File: config.mk
export PLATFORM = sky130hd
export DESIGN_NAME = blink_freq_detect
export DESIGN_NICKNAME = d
export VERILOG_FILES = /design/src/rtl/blink_pkg.sv /design/src/rtl/blink_edge_sync.sv /design/src/rtl/blink_freq_detect.sv
export SDC_FILE = /design/constraint.sdc
export NUM_CORES = 1
export LEC_CHECK = 0
export CORE_MARGIN = 5
export CORE_UTILIZATION = 35
export DETAILED_ROUTE_END_ITERATION = 12
export PLACE_DENSITY = 0.59
export SLEW_MARGIN = 20
export SYNTH_ARGS = -nofsm -noshare
export SYNTH_HDL_FRONTEND = slang
export SYNTH_HIERARCHICAL = 1
export SYNTH_SLANG_ARGS = --single-unit
File: constraint.sdc
create_clock -name clk -period 8.4 [get_ports clk]
set_input_delay 0.84 -clock clk [delete_from_list [all_inputs] [get_ports clk]]
set_output_delay 0.84 -clock clk [all_outputs]
set_load 0.02 [all_outputs]
File: src/rtl/blink_pkg.sv
// Shared types and constants for the blinker frequency detector.
// Rate encoding matches the blinker's {switch1,switch2} select inputs.
package blink_pkg;

   localparam int unsigned CNT_W = 27;

   localparam int unsigned DIV_1HZ   = 1;
   localparam int unsigned DIV_10HZ  = 10;
   localparam int unsigned DIV_50HZ  = 50;
   localparam int unsigned DIV_100HZ = 100;

   typedef enum logic [1:0] {
      FREQ_1HZ   = 2'b00,
      FREQ_10HZ  = 2'b01,
      FREQ_50HZ  = 2'b10,
      FREQ_100HZ = 2'b11
   } freq_code_t;

   typedef enum logic [1:0] {
      ST_IDLE,
      ST_ARMED,
      ST_CONFIRM,
      ST_LOCKED
   } det_state_t;

   // True when m lies within nominal +/- (nominal >> tol_shift), written to avoid underflow.
   function automatic logic in_band(input logic [31:0] m,
                                    input logic [31:0] nominal,
                                    input int unsigned tol_shift);
      logic [31:0] tol;
      tol = nominal >> tol_shift;
      return ((m + tol) >= nominal) && (m <= (nominal + tol));
   endfunction

endpackage

File: src/rtl/blink_edge_sync.sv
// Synchronizes the asynchronous blinker input and emits a one-cycle rising-edge pulse.
// Optional BLINK_DET_DEGLITCH_EN adds a 3-sample majority-of-all filter (+2 cycles latency).
module blink_edge_sync (
   input  logic clk,
   input  logic rst_n,
   input  logic sig_in,
   output logic edge_p
);

   logic [1:0] sync_q;
   logic       clean;
   logic       clean_d;

   always_ff @(posedge clk or negedge rst_n) begin
      if (!rst_n) begin
         sync_q <= 2'b00;
      end else begin
         sync_q <= {sync_q[0], sig_in};
      end
   end

`ifdef BLINK_DET_DEGLITCH_EN
   logic hist_q;
   logic filt_q;

   // Output follows only once three consecutive synchronized samples agree.
   always_ff @(posedge clk or negedge rst_n) begin
      if (!rst_n) begin
         hist_q <= 1'b0;
         filt_q <= 1'b0;
      end else begin
         hist_q <= sync_q[1];
         if ((sync_q[0] == sync_q[1]) && (sync_q[1] == hist_q)) begin
            filt_q <= sync_q[1];
         end
      end
   end

   assign clean = filt_q;
`else
   assign clean = sync_q[1];
`endif

   always_ff @(posedge clk or negedge rst_n) begin
      if (!rst_n) begin
         clean_d <= 1'b0;
         edge_p  <= 1'b0;
      end else begin
         clean_d <= clean;
         edge_p  <= clean & ~clean_d;
      end
   end

endmodule

File: src/rtl/blink_freq_detect.sv
// Measures the rising-edge period of a blinker output and locks onto 1/10/50/100 Hz.
// Build option BLINK_DET_DEGLITCH_EN enables the input glitch filter in blink_edge_sync.
module blink_freq_detect
   import blink_pkg::*;
#(
   parameter int unsigned CLK_HZ    = 50_000_000,
   parameter int unsigned TOL_SHIFT = 3
) (
   input  logic             clk,
   input  logic             rst_n,
   input  logic             enable,
   input  logic             sig_in,
   output logic [1:0]       freq_code,
   output logic             freq_valid,
   output logic [CNT_W-1:0] period,
   output logic             lock_err
);

   localparam int unsigned P_1HZ   = CLK_HZ / DIV_1HZ;
   localparam int unsigned P_10HZ  = CLK_HZ / DIV_10HZ;
   localparam int unsigned P_50HZ  = CLK_HZ / DIV_50HZ;
   localparam int unsigned P_100HZ = CLK_HZ / DIV_100HZ;
   localparam int unsigned TIMEOUT = (3 * CLK_HZ) / 2;

   logic             edge_p;
   det_state_t       state;
   freq_code_t       cand;
   freq_code_t       code_q;
   freq_code_t       hit_code;
   logic [CNT_W-1:0] cnt;
   logic [CNT_W-1:0] meas;
   logic [3:0]       band_hit;
   logic             hit_any;
   logic             timeout;

   blink_edge_sync u_edge_sync (
      .clk    (clk),
      .rst_n  (rst_n),
      .sig_in (sig_in),
      .edge_p (edge_p)
   );

   // Period as it would be captured on this cycle's edge.
   assign meas    = cnt + CNT_W'(1);
   assign timeout = (32'(cnt) >= TIMEOUT);

   always_comb begin
      band_hit    = 4'b0000;
      band_hit[0] = in_band(32'(meas), P_1HZ,   TOL_SHIFT);
      band_hit[1] = in_band(32'(meas), P_10HZ,  TOL_SHIFT);
      band_hit[2] = in_band(32'(meas), P_50HZ,  TOL_SHIFT);
      band_hit[3] = in_band(32'(meas), P_100HZ, TOL_SHIFT);
   end

   // Bands are disjoint, so priority order only matters for the out-of-band default.
   always_comb begin
      hit_code = FREQ_1HZ;
      if (band_hit[1]) begin
         hit_code = FREQ_10HZ;
      end else if (band_hit[2]) begin
         hit_code = FREQ_50HZ;
      end else if (band_hit[3]) begin
         hit_code = FREQ_100HZ;
      end
   end

   assign hit_any   = |band_hit;
   assign freq_code = code_q;

   always_ff @(posedge clk or negedge rst_n) begin
      if (!rst_n) begin
         state      <= ST_IDLE;
         cnt        <= '0;
         period     <= '0;
         cand       <= FREQ_1HZ;
         code_q     <= FREQ_1HZ;
         freq_valid <= 1'b0;
         lock_err   <= 1'b0;
      end else begin
         lock_err <= 1'b0;
         if (!enable) begin
            state      <= ST_IDLE;
            cnt        <= '0;
            freq_valid <= 1'b0;
         end else if (state == ST_IDLE) begin
            // First edge only starts the measurement; no period exists yet.
            cnt <= '0;
            if (edge_p) begin
               state <= ST_ARMED;
            end
         end else if (edge_p) begin
            cnt    <= '0;
            period <= meas;
            case (state)
               ST_ARMED: begin
                  if (hit_any) begin
                     cand  <= hit_code;
                     state <= ST_CONFIRM;
                  end
               end
               ST_CONFIRM: begin
                  if (!hit_any) begin
                     state <= ST_ARMED;
                  end else if (hit_code == cand) begin
                     code_q     <= cand;
                     freq_valid <= 1'b1;
                     state      <= ST_LOCKED;
                  end else begin
                     cand <= hit_code;
                  end
               end
               ST_LOCKED: begin
                  if (!(hit_any && (hit_code == code_q))) begin
                     state      <= ST_ARMED;
                     freq_valid <= 1'b0;
                     lock_err   <= 1'b1;
                  end
               end
               default: state <= ST_IDLE;
            endcase
         end else if (timeout) begin
            // Input stalled: drop back and wait for a fresh first edge.
            state      <= ST_IDLE;
            cnt        <= '0;
            freq_valid <= 1'b0;
            lock_err   <= (state == ST_LOCKED);
         end else begin
            cnt <= cnt + CNT_W'(1);
         end
      end
   end

endmodule

==> results of run 1 <==
[cell type report]
class | instances | area share [%]
Tap cell | 188 | 3.90
Clock inverter | 7 | 0.995
Multi-Input combinational cell | 523 | 57.0
Timing Repair Buffer | 39 | 6.18
Sequential cell | 66 | 27.4
Clock buffer | 9 | 3.73
Inverter | 13 | 0.809
[where the power goes]
| part | internal, mW | switching [mW] |
|---|---|---|
| sequential | 0.322 | 0.00471 |
| clock | 0.205 | 0.159 |
| combinational | 0.00737 | 0.0161 |
| total | 0.534 | 0.180 |
[layer usage]
| layer | vias up | routed length (um) | GRT usage, % | part of all wire, % |
|---|---|---|---|---|
| met4 | 0 | 536 | 7.77 | 3.1 |
| met1 | 2597 | 7980 | 28.1 | 46 |
| met2 | 265 | 7420 | 28.6 | 43 |
| met3 | 44 | 1350 | 4.31 | 7.8 |
| li1 | 2471 | - | - | - |
| met5 | - | 0 | 0 | 0 |
[cells in the mapped netlist, types with 4 or more instances]
library cell	instances	area, um^2
nand2_1	70	263
dfrtp_1	66	1650
nor2_1	58	218
o21ai_0	45	225
clkbuf_1	31	116
a21oi_1	29	145
nand3_1	26	130
xnor2_1	21	184
nor4_1	18	113
nor3_1	16	80.1
a211oi_1	14	105
nand4_1	14	87.6
buf_2	13	65.1
inv_1	13	48.8
and2_1	11	68.8
xor2_1	11	96.3
a311oi_1	9	78.8
a31oi_1	8	50.1
and3_1	7	43.8
and4_1	7	61.3
nand3b_1	7	52.6
o211ai_1	7	52.6
or4_1	7	52.6
a21o_1	6	45.0
nor2b_1	6	37.5
o31ai_1	6	45.0
o21ai_1	5	25.0
mux2i_1	4	40.0
nand4b_1	4	35.0
nor4_2	4	50.1
nor4_4	4	85.1
o2111ai_1	4	35.0
[critical path: stages (launching register included)]
cell       delay [ns]
dfrtp_1          0.62
ha_1             0.76
nand4_1          0.39
nor4_4           0.30
xor2_1           0.68
o221ai_1         0.40
a21oi_1          0.31
o21ai_1          0.13
a2111oi_2        0.29
o21ai_1          0.21
a21oi_2          0.33
a311oi_1         0.15
o21ai_1          0.25
mux2_1           0.34
[worst min path at each step]
stage	from	slack [ns]	end
finish	u_edge_sync/sync_q[0]	0.35	u_edge_sync/sync_q[1]
global placement	u_edge_sync/sync_q[0]	0.34	u_edge_sync/sync_q[1]
global route	u_edge_sync/sync_q[0]	0.37	u_edge_sync/sync_q[1]
floorplan	u_edge_sync/sync_q[0]	0.33	u_edge_sync/sync_q[1]
CTS	u_edge_sync/sync_q[0]	0.36	u_edge_sync/sync_q[1]
detailed placement	u_edge_sync/sync_q[0]	0.34	u_edge_sync/sync_q[1]
[flip-flops by register name (all words and copies together) (netlist names)]
register	cells
cand	2
cnt	27
freq_code	2
freq_valid	1
lock_err	1
period	27
state	2
u_edge_sync/clean_d	1
u_edge_sync/edge_p	1
u_edge_sync/sync_q	2
[layout by cell type, fill, tap and decap left out, types with 6 or more instances in the layout]
master           count
nand2_1             70
dfrtp_1             66
nor2_1              58
o21ai_0             45
clkdlybuf4s50_1     33
a21oi_1             29
nand3_1             26
xnor2_1             21
nor4_1              18
nor3_1              16
nand4_1             14
a211oi_1            14
inv_1               13
and2_1              11
xor2_1              11
a311oi_1             9
clkbuf_16            9
a31oi_1              8
and4_1               7
and3_1               7
or4_1                7
nand3b_1             7
o211ai_1             7
a21o_1               6
o31ai_1              6
nor2b_1              6
[kinds of logic after synthesis]
kind of cell,share of synthesized area [%]
multiplexers,1.80
adder cells (fa/ha/maj),0.701
buffers and inverters,4.93
AND/OR/NAND/NOR,30.4
AO/OA/AOI/OAI,25.5
XOR/XNOR,5.84
flip-flops,30.8
[per-stage QoR]
step / instance area, um^2 / hold WS, ns
after floorplan: 5360 / 0.331
after global placement: 5750 / 0.337
after detailed placement: 5750 / 0.343
after CTS: 6030 / 0.358
after global routing: 6030 / 0.367
final: 6030 / 0.355
==> qor.yml, run 1 <==
multiInputGateArea_um2: 3440
layout-drive-gt1-share_pct: 9.28
cts_resized: 0
syn_nets: 659
grt_max_degree: 67
ys_async_sr_fraction_pct: 100
hp-class: "flip-flop to flip-flop"
hold_buffers: 0
area_growth_pct: 12.7
clkTransAtPathRegs_ns: 0.06
start_kind: "flip-flop"
status: "completed"
htree_levels: 3
antenna_found_initial: 0
wl_per_cell_um: 20.4
power_density_nw_per_um2: 118
worstSetupEndpoint: "cand[1]"
crit_type: "flip-flop to flip-flop"
end_kind: "flip-flop"
post_cts_buffers: 0
die_height_um: 134
grt_pass1_vias: 5021
r2r_start: "cnt[0]"
power_uw: 713
cts_buffers: 9
ios: 35
coreArea_um2: 15100
skew_ns: 0.00907
track_usage_pct: 19.6
dp_cells: 829
setup_ws_ns: 3.11
layout.nets: 659
final-hold-violation-count: 0
clock_sinks: 66
synth_area_um2: 5360
grt_first_pass_wirelength_mm: 28.2
final_cells: 845
overflow: 0
fill_cells: 1546
finalMaxSlewViolations: 0
via_per_inst: 6.36
power.leakage_nw: 2.23
finalCritPeriodShare_pct: 62.9
diodes: 0
synth_flop_cell: "dfrtp_1"
whs_path_depth: 0
die_x_um: 134
peakVddDrop_mv: 0.121
worst_pin_slew_ns: 1.01
path_max_fanout: 21
reg2reg_slack_ns: 3.11
cts_tree: "built"
fin_crit_ns: 5.29
syn_inst: 652
regArea_um2: 1650
yosysSeqAreaShare_pct: 30.8
drtPass1Iterations: 5
crit_start: "cnt[0]"
gp_congestion: 1.05
portBuffers: 34
synth.distinct_cells: 83
drt_iter0_markers: 596
r2r.worst_path.cells: 13
drc: 0
synth_edf_count: 0
ys_ff_latch: 66
setup_tns_ns: 0
max_slew_margin_pct: 31.2
clk_path_buf_depth: 2
die-area_um2: 17900
vias: 5377
reg2reg_to: "cand[1]"
maxCapViolCount: 0
drtAntennaViolNets: 0
rsz0062_at_grt: "false"
crit_arrival_ns: 5.51
pre_cts_ws_ns: 3.23
maxClockFrequency_mhz: 189
clk_latency_ns: 0.35
dp_hpwl_mm: 12.6
cp_data_required_time_ns: 8.63
final_util_pct: 40.0
finalSetupViolations: 0
rows: 45
syn_avg_cell_area_um2: 8.21
initial_utilization_pct: 35.5
ys_warn_count: 6
root_buffer: "clkbuf_16"
drt_wl_total_mm: 17.3
No activity file was read; power rests on OpenSTA's default activity.
==> run 2, diff against run 1 <==
==> constraint.sdc (replaced) <==
create_clock -name clk -period 5.4 [get_ports clk]
set_input_delay 0.54 -clock clk [delete_from_list [all_inputs] [get_ports clk]]
set_output_delay 0.54 -clock clk [all_outputs]
set_load 0.02 [all_outputs]
==> qor.yml, run 2 (synthesis results as in run 1) <==
setup_ws_ns: 0.533
hp-class: "flip-flop to flip-flop"
worst_pin_slew_ns: 1.09
antenna_found_initial: 0
drtAntennaViolNets: 0
start_kind: "flip-flop"
cts_resized: 0
crit_type: "flip-flop to flip-flop"
maxClockFrequency_mhz: 205
end_kind: "flip-flop"
vias: 5485
track_usage_pct: 20.6
status: "completed"
grt_pass1_vias: 5154
initial_utilization_pct: 35.5
p_int_uw: 830
die_height_um: 134
final_common_cell: "nand2_1"
drt_iter0_markers: 562
overflow: 0
die-area_um2: 17900
clock_sinks: 66
path_max_fanout: 18
peakVddDrop_mv: 0.177
hold_buffers: 0
die_x_um: 134
top_regs: "cnt (27), period (27)"
finalMaxSlewViolations: 0
holdWs_ns: 0.354
max_slew_margin_pct: 27.0
wl_per_cell_um: 21.1
clk_latency_ns: 0.35
multiInputGateArea_um2: 3440
drtPass1Iterations: 7
crit_arrival_ns: 5.10
coreArea_um2: 15100
via_per_inst: 6.36
grt_max_degree: 67
final-hold-violation-count: 0
setup_tns_ns: 0
finalCritPeriodShare_pct: 90.1
portBuffers: 34
layout_common_cells: "70 x nand2_1, 66 x dfrtp_1, 58 x nor2_1"
rsz0062_at_grt: "false"
gp_congestion: 0.964
area_growth_pct: 15.2
regArea_um2: 1650
clkTransAtPathRegs_ns: 0.07
drc: 0
cts_buffers: 9
seqPwrFrac_pct: 45.2
cp_data_required_time_ns: 5.64
fin_crit_ns: 4.87
power.leakage_nw: 2.32
dp_hpwl_mm: 13.4
pwr-share-clk_pct: 51.3
maxCapViolCount: 0
finalSetupViolations: 0
clk_path_buf_depth: 2
drt_wl_total_mm: 18.2
post_cts_buffers: 0
htree_levels: 3
layout.nets: 677
power_switching_uw: 289
skew_ns: 0.0134
pre_cts_ws_ns: 0.681
p_comb_share_pct: 3.6
root_buffer: "clkbuf_16"
power_density_nw_per_um2: 182
diodes: 0
ios: 35
reg2reg_slack_ns: 0.53
grt_first_pass_wirelength_mm: 29.2
fill_cells: 1516
layout-drive-gt1-share_pct: 11.7
cts_tree: "built"
switching_share_pct: 25.8
rows: 45
run 2: cell count changes in the layout (fill, tap and decap cells not counted), sizes merged:
| cell | change |
|---|---|
| clkinv | +1 |
| buf | +18 |
| clkinvlp | -1 |
run 2: stage by stage:
| stage | util (%) | area, um^2 | power [mW] | cells |
|---|---|---|---|---|
| 2_1_floorplan | - | 5360 | 0.531 | 652 |
| 3_3_place_gp | 39.0 | 5880 | 0.555 | 847 |
| 3_5_place_dp | 39.0 | 5880 | 0.556 | 847 |
| 4_1_cts | 40.9 | 6170 | 1.14 | 863 |
| 5_1_grt | 40.9 | 6170 | 1.16 | 863 |
| 6_report | 40.9 | 6170 | 1.12 | 863 |
run 2: worst max-delay path, cell delays in order (launching register included):
cell     delay (ns)
dfrtp_1        0.67
nand4_1        0.57
nor4_4         0.77
nand4_1        0.30
xnor2_2        0.42
nand4_2        0.20
o41ai_1        0.61
a41oi_4        0.22
a31oi_2        0.31
a21oi_1        0.17
o21ai_1        0.18
mux2_1         0.35
run 2: layer usage:
metal  GRT usage (%)  vias to the layer above  share of wire [%]
met5               0                        -                  0
met4            8.63                        0                3.3
met3            4.83                       43                7.5
met2            31.2                      263                 43
met1            28.3                     2674                 46
li1                -                     2505                  -
run 2: worst paths after layout:
kind	start	to	cells past startpoint
worst min-delay path	u_edge_sync/sync_q[0]	u_edge_sync/sync_q[1]	0
worst max-delay path	cnt[9]	cand[1]	11
min in group asynchronous	rst_n	period[1]	2
worst min register to register	u_edge_sync/sync_q[0]	u_edge_sync/sync_q[1]	0
max in group asynchronous	rst_n	period[22]	2
worst max register to register	cnt[9]	cand[1]	11
run 2: power by group through the flow:
stage / registers (mW) / logic, mW / clock network [mW]
floorplan: 0.516 / 0.0145 / 0
global placement: 0.514 / 0.0406 / 0
detailed placement: 0.515 / 0.0408 / 0
CTS: 0.506 / 0.0410 / 0.590
global route: 0.506 / 0.0455 / 0.609
finish: 0.506 / 0.0398 / 0.574
run 2: area by class of cell:
class,count,share of cell area [%]
Multi-Input combinational cell,523,55.8
Sequential cell,66,26.8
Timing Repair Buffer,57,8.24
Tap cell,188,3.81
Clock buffer,9,3.65
Clock inverter,7,0.954
Inverter,13,0.791
==> run 3, diff against run 2 <==
--- a/config.mk
+++ b/config.mk
@@ -5,6 +5,7 @@
 export SDC_FILE = /design/constraint.sdc
 export NUM_CORES = 1
 export LEC_CHECK = 0
+export ABC_CLOCK_PERIOD_IN_PS = 4580
 export CORE_MARGIN = 5
 export CORE_UTILIZATION = 35
 export DETAILED_ROUTE_END_ITERATION = 12
==> constraint.sdc (replaced) <==
create_clock -name clk -period 4.58 [get_ports clk]
set_input_delay 0.458 -clock clk [delete_from_list [all_inputs] [get_ports clk]]
set_output_delay 0.458 -clock clk [all_outputs]
set_load 0.02 [all_outputs]
==> qor.yml, run 3 (synthesis results as in run 1) <==
post_cts_buffers: 0
path_max_fanout: 8
hp-class: "input pin to asynchronous set/reset pin"
cts_buffers: 9
gp_congestion: 0.983
antenna_found_initial: 0
ios: 35
htree_levels: 3
diodes: 0
cp_slowest_cell: "nor4_4"
drc: 0
hold_buffers: 0
fin_area_um2: 6530
coreArea_um2: 15100
cts_tree: "built"
vias: 5567
clkTransAtPathRegs_ns: 0.07
portBuffers: 34
initial_utilization_pct: 35.5
worst_pin_slew_ns: 0.780
cp_data_required_time_ns: 4.81
peakVddDrop_mv: 0.233
finalCritPeriodShare_pct: 94.1
fin_crit_ns: 4.31
rows: 45
power_mw: 1.31
reg2reg_slack_ns: 0.27
clk_latency_ns: 0.35
rsz0062_at_grt: "false"
max_slew_margin_pct: 47.6
final_util_pct: 43.3
finalMaxSlewViolations: 0
setup_ws_ns: 0.269
overflow: 0
start_kind: "flip-flop"
slowest_delay_ns: 0.55
drtPass1Iterations: 5
maxCapViolCount: 0
track_usage_pct: 21.1
end_kind: "flip-flop"
crit_chain: "nand2_2, nor4_4, buf_4, xnor2_1, o2111ai_1, a311oi_2, o21ai_0, o31ai_1, a31oi_2, a21oi_1, nand3_1, mux2_1"
pre_cts_ws_ns: 0.253
top_regs: "cnt (27), period (27)"
via_per_inst: 6.12
maxClockFrequency_mhz: 232
layout.nets: 724
crit_type: "flip-flop to flip-flop"
drt_iter0_markers: 582
power_density_nw_per_um2: 200
skew_ns: 0.0109
crit_buf_inv: 1
postPlaceCellArea_um2: 6240
setup_tns_ns: 0
clock_sinks: 66
grt_first_pass_wirelength_mm: 29.7
final-hold-violation-count: 0
power.leakage_nw: 2.55
grt_max_degree: 40
dp_hpwl_mm: 14.3
fill_cells: 1506
finalSetupViolations: 0
wl_per_cell_um: 20.5
area_growth_pct: 21.9
root_buffer: "clkbuf_16"
cp_top_family: "compound AO/OA/AOI/OAI gates"
clk_path_buf_depth: 2
drtAntennaViolNets: 0
layout-drive-gt1-share_pct: 17.7
die-area_um2: 17900
crit_arrival_ns: 4.54
die_x_um: 134
grt_pass1_vias: 5332
die_height_um: 134
drt_wl_total_mm: 18.7
status: "completed"
layout_common_cells: "70 x nand2_1, 70 x buf_4, 65 x dfrtp_1"
run 3: changes by cell type in the layout (fill, tap and decap cells not counted), sizes merged:
cell and change:
inv -1, clkinv +2, buf +47, clkinvlp -1
run 3: what timing repair did:
item / in CTS / in global routing
gates resized for setup: 0 / 2
setup endpoints to repair: 0 / 5
endpoints found under the hold margin: 0 / 0
run 3: per-layer routing:
metal	track usage [%]	share of wire (%)	vias up
li1	-	-	2608
met1	29.1	46	2692
met2	31.9	44	217
met3	4.68	6.7	50
met4	8.57	3.7	0
met5	0	0	-
run 3: worst paths after layout:
check / depth (start not counted) / start / end
max in group asynchronous: 2 / rst_n / cnt[8]
min reg2reg: 0 / u_edge_sync/sync_q[0] / u_edge_sync/sync_q[1]
max: 12 / cnt[7] / freq_code[0]
min: 1 / rst_n / cnt[0]
min in group clk: 0 / u_edge_sync/sync_q[0] / u_edge_sync/sync_q[1]
max reg2reg: 12 / cnt[7] / freq_code[0]
run 3: worst register-to-register path: cells and delay by family (launching register included):
kind	cells	cell delay, ns
AO/OA/AOI/OAI	6	1.91
flip-flops	1	0.54
AND/OR/NAND/NOR	3	0.98
multiplexers	1	0.34
XOR/XNOR	1	0.20
buffers and inverters	1	0.23
run 3: area by class of cell:
type	instances	area, um^2	share of cell area, %
Multi-Input combinational cell	523	3450	52.8
Sequential cell	66	1650	25.3
Clock inverter	7	60.1	0.920
Timing Repair Buffer	104	861	13.2
Clock buffer	9	225	3.45
Tap cell	188	235	3.60
Inverter	13	48.8	0.747
run 3: stage by stage:
stage	std cells	hold slack [ns]
3_3_place_gp	894	0.338
4_1_cts	910	0.186
5_1_grt	910	0.214
2_1_floorplan	652	0.162
6_report	910	0.155
3_5_place_dp	894	0.339
run 3: where the power goes:
part           internal [mW]  switching, mW  leakage [nW]
clock network          0.374          0.289         0.137
logic                 0.0144         0.0327          1.51
registers              0.590        0.00632         0.904
total                  0.979          0.328          2.55
